`config.mk`:
```
export PLATFORM = sky130hd
export DESIGN_NAME = fetch_stage
export DESIGN_NICKNAME = d
export VERILOG_FILES = /design/src/rtl/riscv_pkg.sv /design/src/rtl/if_id_reg.sv /design/src/rtl/fetch_stage.sv
export SDC_FILE = /design/constraint.sdc
export NUM_CORES = 1
export LEC_CHECK = 0
export ABC_AREA = 1
export BUFFER_PORTS_ARGS = -buffer_cell sky130_fd_sc_hd__buf_4
export CORE_MARGIN = 2
export CORE_UTILIZATION = 53
export CTS_BUF_LIST = sky130_fd_sc_hd__clkbuf_4 sky130_fd_sc_hd__clkbuf_8
export CTS_CLUSTER_SIZE = 30
export DETAILED_ROUTE_END_ITERATION = 8
export GPL_ROUTABILITY_DRIVEN = 1
export PLACE_DENSITY_LB_ADDON = 0.3
export SKIP_LAST_GASP = 1
export SLEW_MARGIN = 20
export SYNTH_ARGS = -nofsm -noshare
export SYNTH_HDL_FRONTEND = slang
export SYNTH_SLANG_ARGS = --single-unit
```
`constraint.sdc`:
```
create_clock -name clk -period 8.05 [get_ports clk]
set_clock_uncertainty 0.15 [all_clocks]
set_input_delay 1.61 -clock clk [delete_from_list [all_inputs] [get_ports clk]]
set_output_delay 1.61 -clock clk [all_outputs]
set_load 0.005 [all_outputs]
```
`src/rtl/riscv_pkg.sv`:
```
`default_nettype none
// ============================================================================
// Module   : riscv_pkg
// Purpose  : Shared types and constants for the pipelined RISC-V core.
//            Fetch FSM state encoding, the bubble instruction word and the
//            default reset PC.
// Revision : 1.0 - initial release
// ============================================================================
package riscv_pkg;

  localparam int          XLEN_DEFAULT     = 32;
  localparam logic [31:0] RESET_PC_DEFAULT = 32'h0000_0000;

  // Opcode 7'b0000000 decodes to all-zero controls, so this word is inert.
  localparam logic [31:0] NOP_BUBBLE = 32'h0000_0000;

  typedef enum logic [0:0] {
    FETCH = 1'b0,
    KILL  = 1'b1
  } fetch_state_t;

endpackage
`default_nettype wire

```
`src/rtl/if_id_reg.sv`:
```
`default_nettype none
// ============================================================================
// Module   : if_id_reg
// Purpose  : IF/ID pipeline register. Clear has priority over enable; when
//            enabled without a load it captures a bubble.
// Ports    : clk, reset   - clock, async active-high reset
//            i_en         - advance (hold when low)
//            i_clr        - load bubble, keep PC fields
//            i_load       - real instruction available
//            i_instr/i_pc/i_pcplus4 - data to capture
//            o_instr/o_pc/o_pcplus4/o_valid - register contents
// Revision : 1.0 - initial release
// ============================================================================
module if_id_reg
  import riscv_pkg::*;
#(
  parameter int XLEN = XLEN_DEFAULT
) (
  input  logic            clk,
  input  logic            reset,
  input  logic            i_en,
  input  logic            i_clr,
  input  logic            i_load,
  input  logic [31:0]     i_instr,
  input  logic [XLEN-1:0] i_pc,
  input  logic [XLEN-1:0] i_pcplus4,
  output logic [31:0]     o_instr,
  output logic [XLEN-1:0] o_pc,
  output logic [XLEN-1:0] o_pcplus4,
  output logic            o_valid
);

  logic [31:0]     r_instr;
  logic [XLEN-1:0] r_pc;
  logic [XLEN-1:0] r_pcplus4;
  logic            r_valid;

  always_ff @(posedge clk or posedge reset) begin
    if (reset) begin
      r_instr   <= '0;
      r_pc      <= '0;
      r_pcplus4 <= '0;
      r_valid   <= 1'b0;
    end else if (i_clr) begin
      r_instr <= NOP_BUBBLE;
      r_valid <= 1'b0;
    end else if (i_en) begin
      if (i_load) begin
        r_instr   <= i_instr;
        r_pc      <= i_pc;
        r_pcplus4 <= i_pcplus4;
        r_valid   <= 1'b1;
      end else begin
        r_instr <= NOP_BUBBLE;
        r_valid <= 1'b0;
      end
    end
  end

  assign o_instr   = r_instr;
  assign o_pc      = r_pc;
  assign o_pcplus4 = r_pcplus4;
  assign o_valid   = r_valid;

endmodule
`default_nettype wire

```
`src/rtl/fetch_stage.sv`:
```
`default_nettype none
// ============================================================================
// Module   : fetch_stage
// Purpose  : Instruction fetch. Owns PCF, issues imem requests over a
//            req/ready handshake, holds one response in a skid buffer while
//            decode stalls, and drains an in-flight request (KILL) when an
//            EX redirect arrives mid-request.
// Ports    : clk, reset            - clock, async active-high reset
//            StallD, FlushD        - hazard unit hold / bubble for IF/ID
//            PCSrcE, PCTargetE     - EX redirect and its target
//            ImemReq, ImemAddr     - fetch request / address
//            ImemRdata, ImemReady  - instruction word / accept strobe
//            InstrD, PCD, PCPlus4D, ValidD - IF/ID register
// Revision : 1.0 - initial release
// ============================================================================
module fetch_stage
  import riscv_pkg::*;
#(
  parameter int              XLEN     = XLEN_DEFAULT,
  parameter logic [XLEN-1:0] RESET_PC = RESET_PC_DEFAULT
) (
  input  logic            clk,
  input  logic            reset,
  input  logic            StallD,
  input  logic            FlushD,
  input  logic            PCSrcE,
  input  logic [XLEN-1:0] PCTargetE,
  output logic            ImemReq,
  output logic [XLEN-1:0] ImemAddr,
  input  logic [31:0]     ImemRdata,
  input  logic            ImemReady,
  output logic [31:0]     InstrD,
  output logic [XLEN-1:0] PCD,
  output logic [XLEN-1:0] PCPlus4D,
  output logic            ValidD
);

  fetch_state_t    r_state,     w_state_next;
  logic [XLEN-1:0] r_pcf,       w_pcf_next;
  logic [XLEN-1:0] r_redir,     w_redir_next;
  logic [31:0]     r_buf_instr, w_buf_instr_next;
  logic [XLEN-1:0] r_buf_pc,    w_buf_pc_next;
  logic            r_buf_valid, w_buf_valid_next;

  logic            w_req;
  logic            w_accept;
  logic            w_avail;
  logic [31:0]     w_ld_instr;
  logic [XLEN-1:0] w_ld_pc;

  // State register
  always_ff @(posedge clk or posedge reset) begin
    if (reset) begin
      r_state     <= FETCH;
      r_pcf       <= RESET_PC;
      r_redir     <= '0;
      r_buf_instr <= '0;
      r_buf_pc    <= '0;
      r_buf_valid <= 1'b0;
    end else begin
      r_state     <= w_state_next;
      r_pcf       <= w_pcf_next;
      r_redir     <= w_redir_next;
      r_buf_instr <= w_buf_instr_next;
      r_buf_pc    <= w_buf_pc_next;
      r_buf_valid <= w_buf_valid_next;
    end
  end

  // Next-state logic
  always_comb begin
    w_state_next     = r_state;
    w_pcf_next       = r_pcf;
    w_redir_next     = r_redir;
    w_buf_instr_next = r_buf_instr;
    w_buf_pc_next    = r_buf_pc;
    w_buf_valid_next = r_buf_valid;
    case (r_state)
      FETCH: begin
        if (PCSrcE) begin
          // Redirect overrides PCF/buffer updates; the same-cycle response
          // (if any) is for the wrong path and is not counted.
          w_buf_valid_next = 1'b0;
          if (w_req && !ImemReady) begin
            w_redir_next = PCTargetE;
            w_state_next = KILL;
          end else begin
            w_pcf_next = PCTargetE;
          end
        end else begin
          if (w_accept) begin
            w_pcf_next = r_pcf + XLEN'(4);
          end
          // w_accept implies the buffer is empty, since req drops when full.
          if (StallD && w_accept) begin
            w_buf_instr_next = ImemRdata;
            w_buf_pc_next    = r_pcf;
            w_buf_valid_next = 1'b1;
          end else if (!StallD && r_buf_valid) begin
            w_buf_valid_next = 1'b0;
          end
        end
      end
      KILL: begin
        if (PCSrcE) begin
          // Latest redirect wins, even when it coincides with the drain.
          if (ImemReady) begin
            w_pcf_next   = PCTargetE;
            w_state_next = FETCH;
          end else begin
            w_redir_next = PCTargetE;
          end
        end else if (ImemReady) begin
          w_pcf_next   = r_redir;
          w_state_next = FETCH;
        end
      end
      default: w_state_next = FETCH;
    endcase
  end

  // Output logic
  always_comb begin
    w_req      = (r_state == KILL) || !r_buf_valid;
    w_accept   = (r_state == FETCH) && w_req && ImemReady;
    w_avail    = r_buf_valid || w_accept;
    w_ld_instr = r_buf_valid ? r_buf_instr : ImemRdata;
    w_ld_pc    = r_buf_valid ? r_buf_pc    : r_pcf;
  end

  assign ImemReq  = w_req;
  assign ImemAddr = r_pcf;

  if_id_reg #(
    .XLEN (XLEN)
  ) u_if_id (
    .clk       (clk),
    .reset     (reset),
    .i_en      (!StallD),
    .i_clr     (FlushD),
    .i_load    (w_avail),
    .i_instr   (w_ld_instr),
    .i_pc      (w_ld_pc),
    .i_pcplus4 (w_ld_pc + XLEN'(4)),
    .o_instr   (InstrD),
    .o_pc      (PCD),
    .o_pcplus4 (PCPlus4D),
    .o_valid   (ValidD)
  );

endmodule
`default_nettype wire
```
# Word-level counts from Yosys, hierarchy flattened

Cells that the tools add are included.
W data, S select, Z words.

Memory bits (writable): 0
Output and inout bits: 130
Latch bits: 0
Flip-flop bits (word level): 227
ROM bits: 0
Logic and storage cells: 67
Memories: 0

$lt $le $gt $ge: 0
Eq/ne operators: 8
Div/mod/pow operators: 0
Add/sub/neg operators: 2
Reductions and logical operators: 16
Muxes and demuxes: 27
Bitwise gates (word level): 4
Multiply operators: 0
Shifts and indexed selects: 0

Operator list:

| operator                | number |
|---|---|
| $mux W32                | 15 |
| $pmux W32 S2            | 2 |
| $add A32 B3 Y32 const B | 2 |
| $ne A2 B2 Y1 const B    | 5 |
| $mux W1                 | 9 |
| $reduce_and A3 Y1       | 3 |
| $ne A3 B3 Y1 const B    | 2 |
| $logic_and A1 B1 Y1     | 5 |
| $not A1 Y1              | 4 |
| $reduce_and A4 Y1       | 1 |
| $logic_not A1 Y1        | 3 |
| $reduce_bool A3 Y1      | 1 |
| $logic_or A1 B1 Y1      | 2 |
| $ne A2 B1 Y1 const B    | 1 |
| $pmux W1 S2             | 1 |
| $reduce_and A2 Y1       | 1 |

# Logic depth before layout (Yosys ltp)

Gate-level depths: netlist of the first run.

Depth in word-level cells: 8
Gate-level depth with buffers: 15
Depth with buffers taken out: 13

# Cells and area by module

Synthesis of the first run repeated with hierarchy kept, for this count alone.

Cells, all modules: 1560
Area total of the unflattened synthesis: 11916.4 sq um

Modules (own cells, without submodules):

| module      | times used | area an instance (sq um) | cells an instance | sequential area each (sq um) |
|---|---|---|---|---|
| fetch_stage | 1          | 7923.8                   | 1127              | 3253.1 |
| if_id_reg   | 1          | 3992.6                   | 433               | 2427.3 |

# Worst setup path after synthesis of the first run

Ideal clock, no wire load.

Kind: in2reg
Start point: input StallD
End point: register r_buf_pc[10]
Stages on the path: 8
Setup time: 0.130 ns
Required time: 7.770 ns
Path buffers: 3
Slack: 5.173 ns
Arrival time: 2.597 ns
Path through: buf_2 inv_1 nor2_1 nand4_2 buf_2 buf_2 nand2_1 o21ai_0

Word-level cells in the longest chain between the ends: 2

RTL lines:

| item                        | line              | text |
|---|---|---|
| start, declared             | fetch_stage.sv:24 | `input logic StallD,` |
| $logic_and A1 B1 Y1         | fetch_stage.sv:95 | `if (StallD && w_accept) begin` |
| $reduce_and A3 Y1 (no line) | -                 |  |
| end signal, assigned        | fetch_stage.sv:65 | `r_buf_pc <= w_buf_pc_next;` |
| end, declared               | fetch_stage.sv:42 | `logic [XLEN-1:0] r_buf_pc, w_buf_pc_next;` |

No other way between the ends.
A chain may end at the register's enable or synchronous reset.

# Worst setup path after layout of the first run

Start point: input FlushD
End point: register u_if_id.r_pcplus4[23], in the netlist u_if_id.o_pcplus4[23]

Word-level cells in the longest chain between the ends: 2

RTL lines:

| item                        | line              | text |
|---|---|---|
| start, declared             | fetch_stage.sv:25 | `input logic FlushD,` |
| $not A1 Y1 (no line)        | -                 |  |
| $reduce_and A3 Y1 (no line) | -                 |  |
| end signal, assigned        | if_id_reg.sv:51   | `r_pcplus4 <= i_pcplus4;` |
| end, declared               | if_id_reg.sv:35   | `logic [XLEN-1:0] r_pcplus4;` |

No other way between the ends.

==> impl_metrics.tcl, run 1 <==
set metrics [dict create \
    antennaDiodeCount 0 \
    core_area_mm2 0.0210 \
    clockBufferDepth 3 \
    place.gp.congestion 0.903 \
    rsz0062_at_grt "false" \
    track_usage_pct 27.5 \
    cts-root-buf "clkbuf_8" \
    num-fill-cells 1795 \
    firstDrtPassIters 5 \
    endpoint_kind "flop" \
    ys_types 39 \
    period_share_pct 56.6 \
    post_cts_resized 0 \
    netlist_area_mm2 0.0113 \
    setup_violations 0 \
    drt_iter0_drc 841 \
    clk_pin_slew_ps 60 \
    drc_errors 0 \
    path_buf_inv 5 \
    routedWlPerCell_um 16.2 \
    insertion_delay_ps 550 \
    grt_pass1_wl_um 49400 \
    grt_max_degree 107 \
    crit_family "buffers and inverters" \
    tns_ps 0 \
    slew_headroom_pct 34.8 \
    fmax_mhz 219 \
    power.density_mw_per_mm2 281 \
    antenna_found_initial 0 \
    grt_pass1_vias 9596 \
    start_kind "primary input" \
    cts_tree "built" \
    start_util_pct 53.8 \
    cp.required_ps 8310 \
    core.rowCount 53 \
    dieArea_mm2 0.0225 \
    hpwl_um 21600 \
    crit_chain "buf_4 > clkinv_1 > nand2_1 > nor2_4 > buf_4 > inv_2 > buf_4 > nor2_1 > nand4_1 > nand3_1" \
    layout_common_cells "nand2_1, dfrtp_1, buf_4" \
    fin_area_mm2 0.0138 \
    routed_via_density 5.34 \
    syn_inst 1416 \
    seq_area_frac_synth_pct 49.7 \
    cpPeakStageDelay_ps 730 \
    synth_nets 1488 \
    crit_path_frequent_cell "buf_4" \
    layout_commonest_cell "nand2_1" \
    fin_ws_ps 3490 \
    finalWirelength_um 30800 \
    slowest_stage "clkinv_1" \
    critical_path_class "primary input to flop" \
    static-leakage-power_nw 6.81 \
    ys_warn_count 0 \
    crit_arrival_ps 4820 \
    drv_cap 0 \
    port_buffers 199 \
    h-tree-depth 2 \
    io_pins 200 \
    min_period_ps 4560 \
    placed_area_mm2 0.0129 \
    area_delta_synth_final_pct 21.7 \
    dieHeight_um 150 \
    avgSynthCellArea_um2 7.99 \
    holdBufCountCts 0 \
    numCtsBuffers 41 \
    post-cts-setup-buffer-count 0 \
    drv_slew 0 \
    drive_above_1_share_pct 22.6 \
    die_x_um 150 \
    synth_seq_cells 225 \
    layout.nets 1667 \
    cts_sinks 225 \
    ir_worst_vdd_v 0.000157 \
    drtAntennaViolNets 0 \
    preCtsSetupSlack_ps 2980 \
    crit_fanout 79 \
    grt_remaining_overflow 0 \
    finalHoldViolations 0 \
    worst_slew_pin_slew_ps 972 \
    status "finished clean" \
    dr_total_vias 10160 \
    hold_class "flop to flop" \
]
==> layer usage <==
layer | GRT usage [%] | routed length, um | vias to the layer above | share of wire, %
li1 | - | - | 4967 | -
met1 | 40.3 | 14000 | 4760 | 46
met3 | 4.82 | 2190 | 60 | 7.1
met5 | 0 | 0 | - | 0
met2 | 42.2 | 13800 | 373 | 45
met4 | 7.83 | 758 | 0 | 2.5
==> worst register-to-register path, delay by kind of cell, from the launching register on <==
family,cells,cell delay [ps]
DFF,1,430
and+or+nand+nor,6,910
buffers and inverters,4,1670
==> synth_stat cells, drive strengths merged <==
cell / n / area (um^2)
o211ai: 18 / 135
o22ai: 2 / 12.5
nand2: 442 / 1730
xor2: 9 / 78.8
a21oi: 37 / 185
dfrtp: 225 / 5630
nand4: 5 / 37.5
a22oi: 13 / 97.6
ha: 2 / 25.0
o31ai: 1 / 7.51
o21ai: 166 / 835
and2: 3 / 18.8
mux2: 23 / 259
a221oi: 24 / 210
clkbuf: 33 / 124
o221ai: 1 / 8.76
o21a: 7 / 52.6
nor3: 5 / 25.0
nand3: 83 / 420
buf: 38 / 249
inv: 142 / 538
a31oi: 8 / 50.1
nor2: 126 / 571
clkinv: 2 / 7.51
or2: 1 / 6.26
==> through the flow <==
| step | utilization, % | hold WS, ps | total power (W) | std cells |
|---|---|---|---|---|
| global route | 65.5 | 353 | 0.00411 | 1902 |
| finish | 65.5 | 326 | 0.00388 | 1902 |
| global placement | 61.2 | 308 | 0.00265 | 1827 |
| floorplan | - | 295 | 0.00220 | 1416 |
| detailed placement | 61.2 | 318 | 0.00269 | 1827 |
| CTS | 65.5 | 333 | 0.00389 | 1902 |
==> logic make-up (layout without fill, tap and decap cells) <==
group,count (synthesis),after routing,synth area share [%]
AOI/OAI and AO/OA,277,277,14.1
xor gates and xnor gates,9,9,0.696
adders and majority gates,2,2,0.221
buffers and inverters,215,426,8.11
DFF,225,225,49.7
muxes,23,23,2.29
and+or+nand+nor,665,665,24.9
==> path summary, 6_finish.rpt <==
kind	startpoint	endpoint	slack, ps	cells past startpoint
setup / recovery	FlushD	u_if_id.o_pcplus4[23]	3490	10
hold / removal	u_if_id.o_pc[11]	u_if_id.o_pc[11]	330	2
setup reg to reg	r_buf_valid	u_if_id.o_pcplus4[23]	4750	10
hold reg to reg	u_if_id.o_pc[11]	u_if_id.o_pc[11]	330	2
max in group asynchronous	reset	r_redir[0]	5360	3
min in group asynchronous	reset	r_buf_pc[1]	1030	2
==> cell type report <==
cell class | instances | area [um^2] | area share [%]
clock buffer | 68 | 848 | 6.16
clock inverter | 7 | 70.1 | 0.508
inverter | 144 | 553 | 4.01
multi-input combinational | 976 | 4780 | 34.7
sequential | 225 | 5630 | 40.9
tap | 275 | 344 | 2.50
timing repair buffer | 207 | 1550 | 11.3
==> registers in the layout, indices dropped and copies added (netlist names) <==
| signal | flops |
|---|---|
| u_if_id.o_pcplus4 | 32 |
| u_if_id.o_valid | 1 |
| r_redir | 32 |
| r_state | 1 |
| r_buf_pc | 32 |
| r_buf_valid | 1 |
| ImemAddr | 32 |
| u_if_id.o_pc | 30 |
| u_if_id.o_instr | 32 |
| r_buf_instr | 32 |
==> power by group <==
group | internal (W) | leakage, nW | switching (W) | total (W)
combinational | 0.000455 | 3.56 | 0.000581 | 0.00104
clock | 0.000700 | 0.493 | 0.000487 | 0.00119
sequential | 0.00142 | 2.77 | 0.000229 | 0.00165
total | 0.00258 | 6.81 | 0.00130 | 0.00388
Note: power is estimated with default switching activity, not from simulation.
==> inputs of run 2 (changes only) <==
CORE_UTILIZATION = 58   (was 53)
clock period = 4.8 ns   (was 8.05 ns; I/O delays follow)
==> run 2 against run 1 <==
Net effect:
- sequential power increased by 70%
- highest routed layer unchanged
- clock power up 39%
- non-clock buffer count is 1 higher
- total power grew 59%
- count of clock-buffer cells in the layout shrank 10
- first-iteration DRC count decreased by 1.2%
- critical endpoint is now r_buf_pc[3]
- final area decreased by 1.3%
- worst hold slack improved by 2.3 ps
- global-route usage rose by 2.1 points
- routed wire length decreased by 2.5%
- largest power group unchanged
- critical path depth shrank 6
==> impl_metrics.tcl, run 2 (synthesis gave the netlist of run 1 again) <==
set metrics [dict create \
    status "finished clean" \
    rr_endpoint "r_buf_pc[3]" \
    regToRegSetupSlack_ps 1400 \
    hold_class "flop to flop" \
    r2r_cells 4 \
    endpoint_kind "flop" \
    hpwl_um 21400 \
    p_seq_share_pct 45.4 \
    critical_path_class "flop to flop" \
    holdBufCountCts 0 \
    place.gp.congestion 0.907 \
    layout.nets 1665 \
    cts_sinks 225 \
    hold_end "r_buf_instr[24]" \
    preCtsSetupSlack_ps 975 \
    drv_cap 0 \
    layout_commonest_cell "nand2_1" \
    core.rowCount 51 \
    hold_depth 2 \
    routed_via_density 5.46 \
    finalWirelength_um 30000 \
    area_delta_synth_final_pct 20.2 \
    firstDrtPassIters 5 \
    antenna_found_initial 0 \
    cpPeakStageDelay_ps 1080 \
    holdWs_ps 328 \
    antennaDiodeCount 0 \
    clk_pin_slew_ps 60 \
    numCtsBuffers 38 \
    worst_slew_pin_slew_ps 1080 \
    grt_pass1_vias 9655 \
    dieArea_mm2 0.0206 \
    hold_start "r_buf_instr[24]" \
    io_pins 200 \
    grt_pass1_wl_um 48600 \
    grt_max_degree 101 \
    min_period_ps 3400 \
    power.density_mw_per_mm2 453 \
    finalHoldViolations 0 \
    grt_remaining_overflow 0 \
    path_buf_inv 2 \
    ir_worst_vdd_v 0.000265 \
    dieHeight_um 144 \
    static-leakage-power_nw 6.72 \
    cts-root-buf "clkbuf_8" \
    insertion_delay_ps 530 \
    drive_above_1_share_pct 22.0 \
    total_power_w 0.00617 \
    port_buffers 199 \
    tns_ps 0 \
    cp.required_ps 5060 \
    start_util_pct 58.5 \
    final_core_util_pct 70.4 \
    period_share_pct 70.7 \
    intPower_w 0.00407 \
    post-cts-setup-buffer-count 0 \
    p_switching_w 0.00209 \
    setup_violations 0 \
    layout_common_cells "nand2_1, dfrtp_1, buf_4" \
    dr_total_vias 10257 \
    crit_fanout 100 \
    drt_iter0_drc 831 \
    drv_slew 0 \
    rsz0062_at_grt "false" \
    routedWlPerCell_um 16.0 \
    post_cts_resized 0 \
    drc_errors 0 \
    slowest_stage "dfrtp_2" \
    core_area_mm2 0.0193 \
    h-tree-depth 2 \
    crit_arrival_ps 3660 \
    slew_headroom_pct 27.9 \
    track_usage_pct 29.6 \
    r2r_start "r_buf_valid" \
    start_kind "flop" \
    power_frac_comb_pct 27.7 \
    p_sw_share_pct 34.0 \
    clkPwrFrac_pct 26.9 \
    crit_chain "inv_6 > nand4_4 > buf_4 > mux2_2" \
    cts_tree "built" \
    fin_ws_ps 1400 \
    die_x_um 144 \
    crit_family "buffers and inverters" \
    drtAntennaViolNets 0 \
    clockBufferDepth 3 \
    fmax_mhz 294 \
]
## run 2: cell count changes in the layout (fill, tap and decap cells not counted), sizes merged
cell / change
inv: -2
buf: +1
clkinv: -2
clkbuf: -10
clkinvlp: +2
bufinv: -1
## run 2: power by group through the flow
| stage | logic [W] | registers [W] | clock network, W |
|---|---|---|---|
| after detailed placement | 0.00171 | 0.00281 | 0 |
| after CTS | 0.00172 | 0.00279 | 0.00169 |
| after global routing | 0.00195 | 0.00284 | 0.00176 |
| after floorplan | 0.000995 | 0.00270 | 0 |
| final | 0.00171 | 0.00280 | 0.00166 |
| after global placement | 0.00166 | 0.00280 | 0 |
## run 2: how the worst max path moves through the flow
stage / slack [ps] / endpoint / from / depth (start not counted)
CTS: 1410 / r_buf_pc[3] / r_buf_valid / 4
global route: 1090 / u_if_id.o_pc[24] / FlushD / 8
global placement: 1030 / u_if_id.o_pc[15] / FlushD / 7
finish: 1400 / r_buf_pc[3] / r_buf_valid / 4
detailed placement: 970 / u_if_id.o_pc[25] / FlushD / 7
floorplan: 750 / ImemAddr[0] / reset / 1
## run 2: layout make-up
class | count | area, um^2
Timing Repair Buffer | 208 | 1590
Inverter | 144 | 549
Multi-Input combinational cell | 976 | 4780
Clock buffer | 58 | 698
Fill cell | 1617 | 5730
Tap cell | 265 | 332
Sequential cell | 225 | 5630
Clock inverter | 4 | 28.8
## run 2: metal layers
layer | vias to the layer above | track usage (%) | share of wire (%)
met1 | 4826 | 44.0 | 45
met5 | - | 0 | 0
met4 | 0 | 10.0 | 2.7
met2 | 418 | 44.1 | 45
li1 | 4949 | - | -
met3 | 64 | 5.00 | 6.9
## run 2: worst register-to-register path, stage by stage, from the launching register on
cell     delay [ps]
dfrtp_2        1080
inv_6           440
nand4_4         410
buf_4           740
mux2_2          460
## run 2: metrics by stage
step,instances,instance area (um^2)
6_report,1880,13600
5_1_grt,1880,13600
4_1_cts,1880,13600
3_5_place_dp,1818,12900
3_3_place_gp,1818,12900
2_1_floorplan,1416,11300
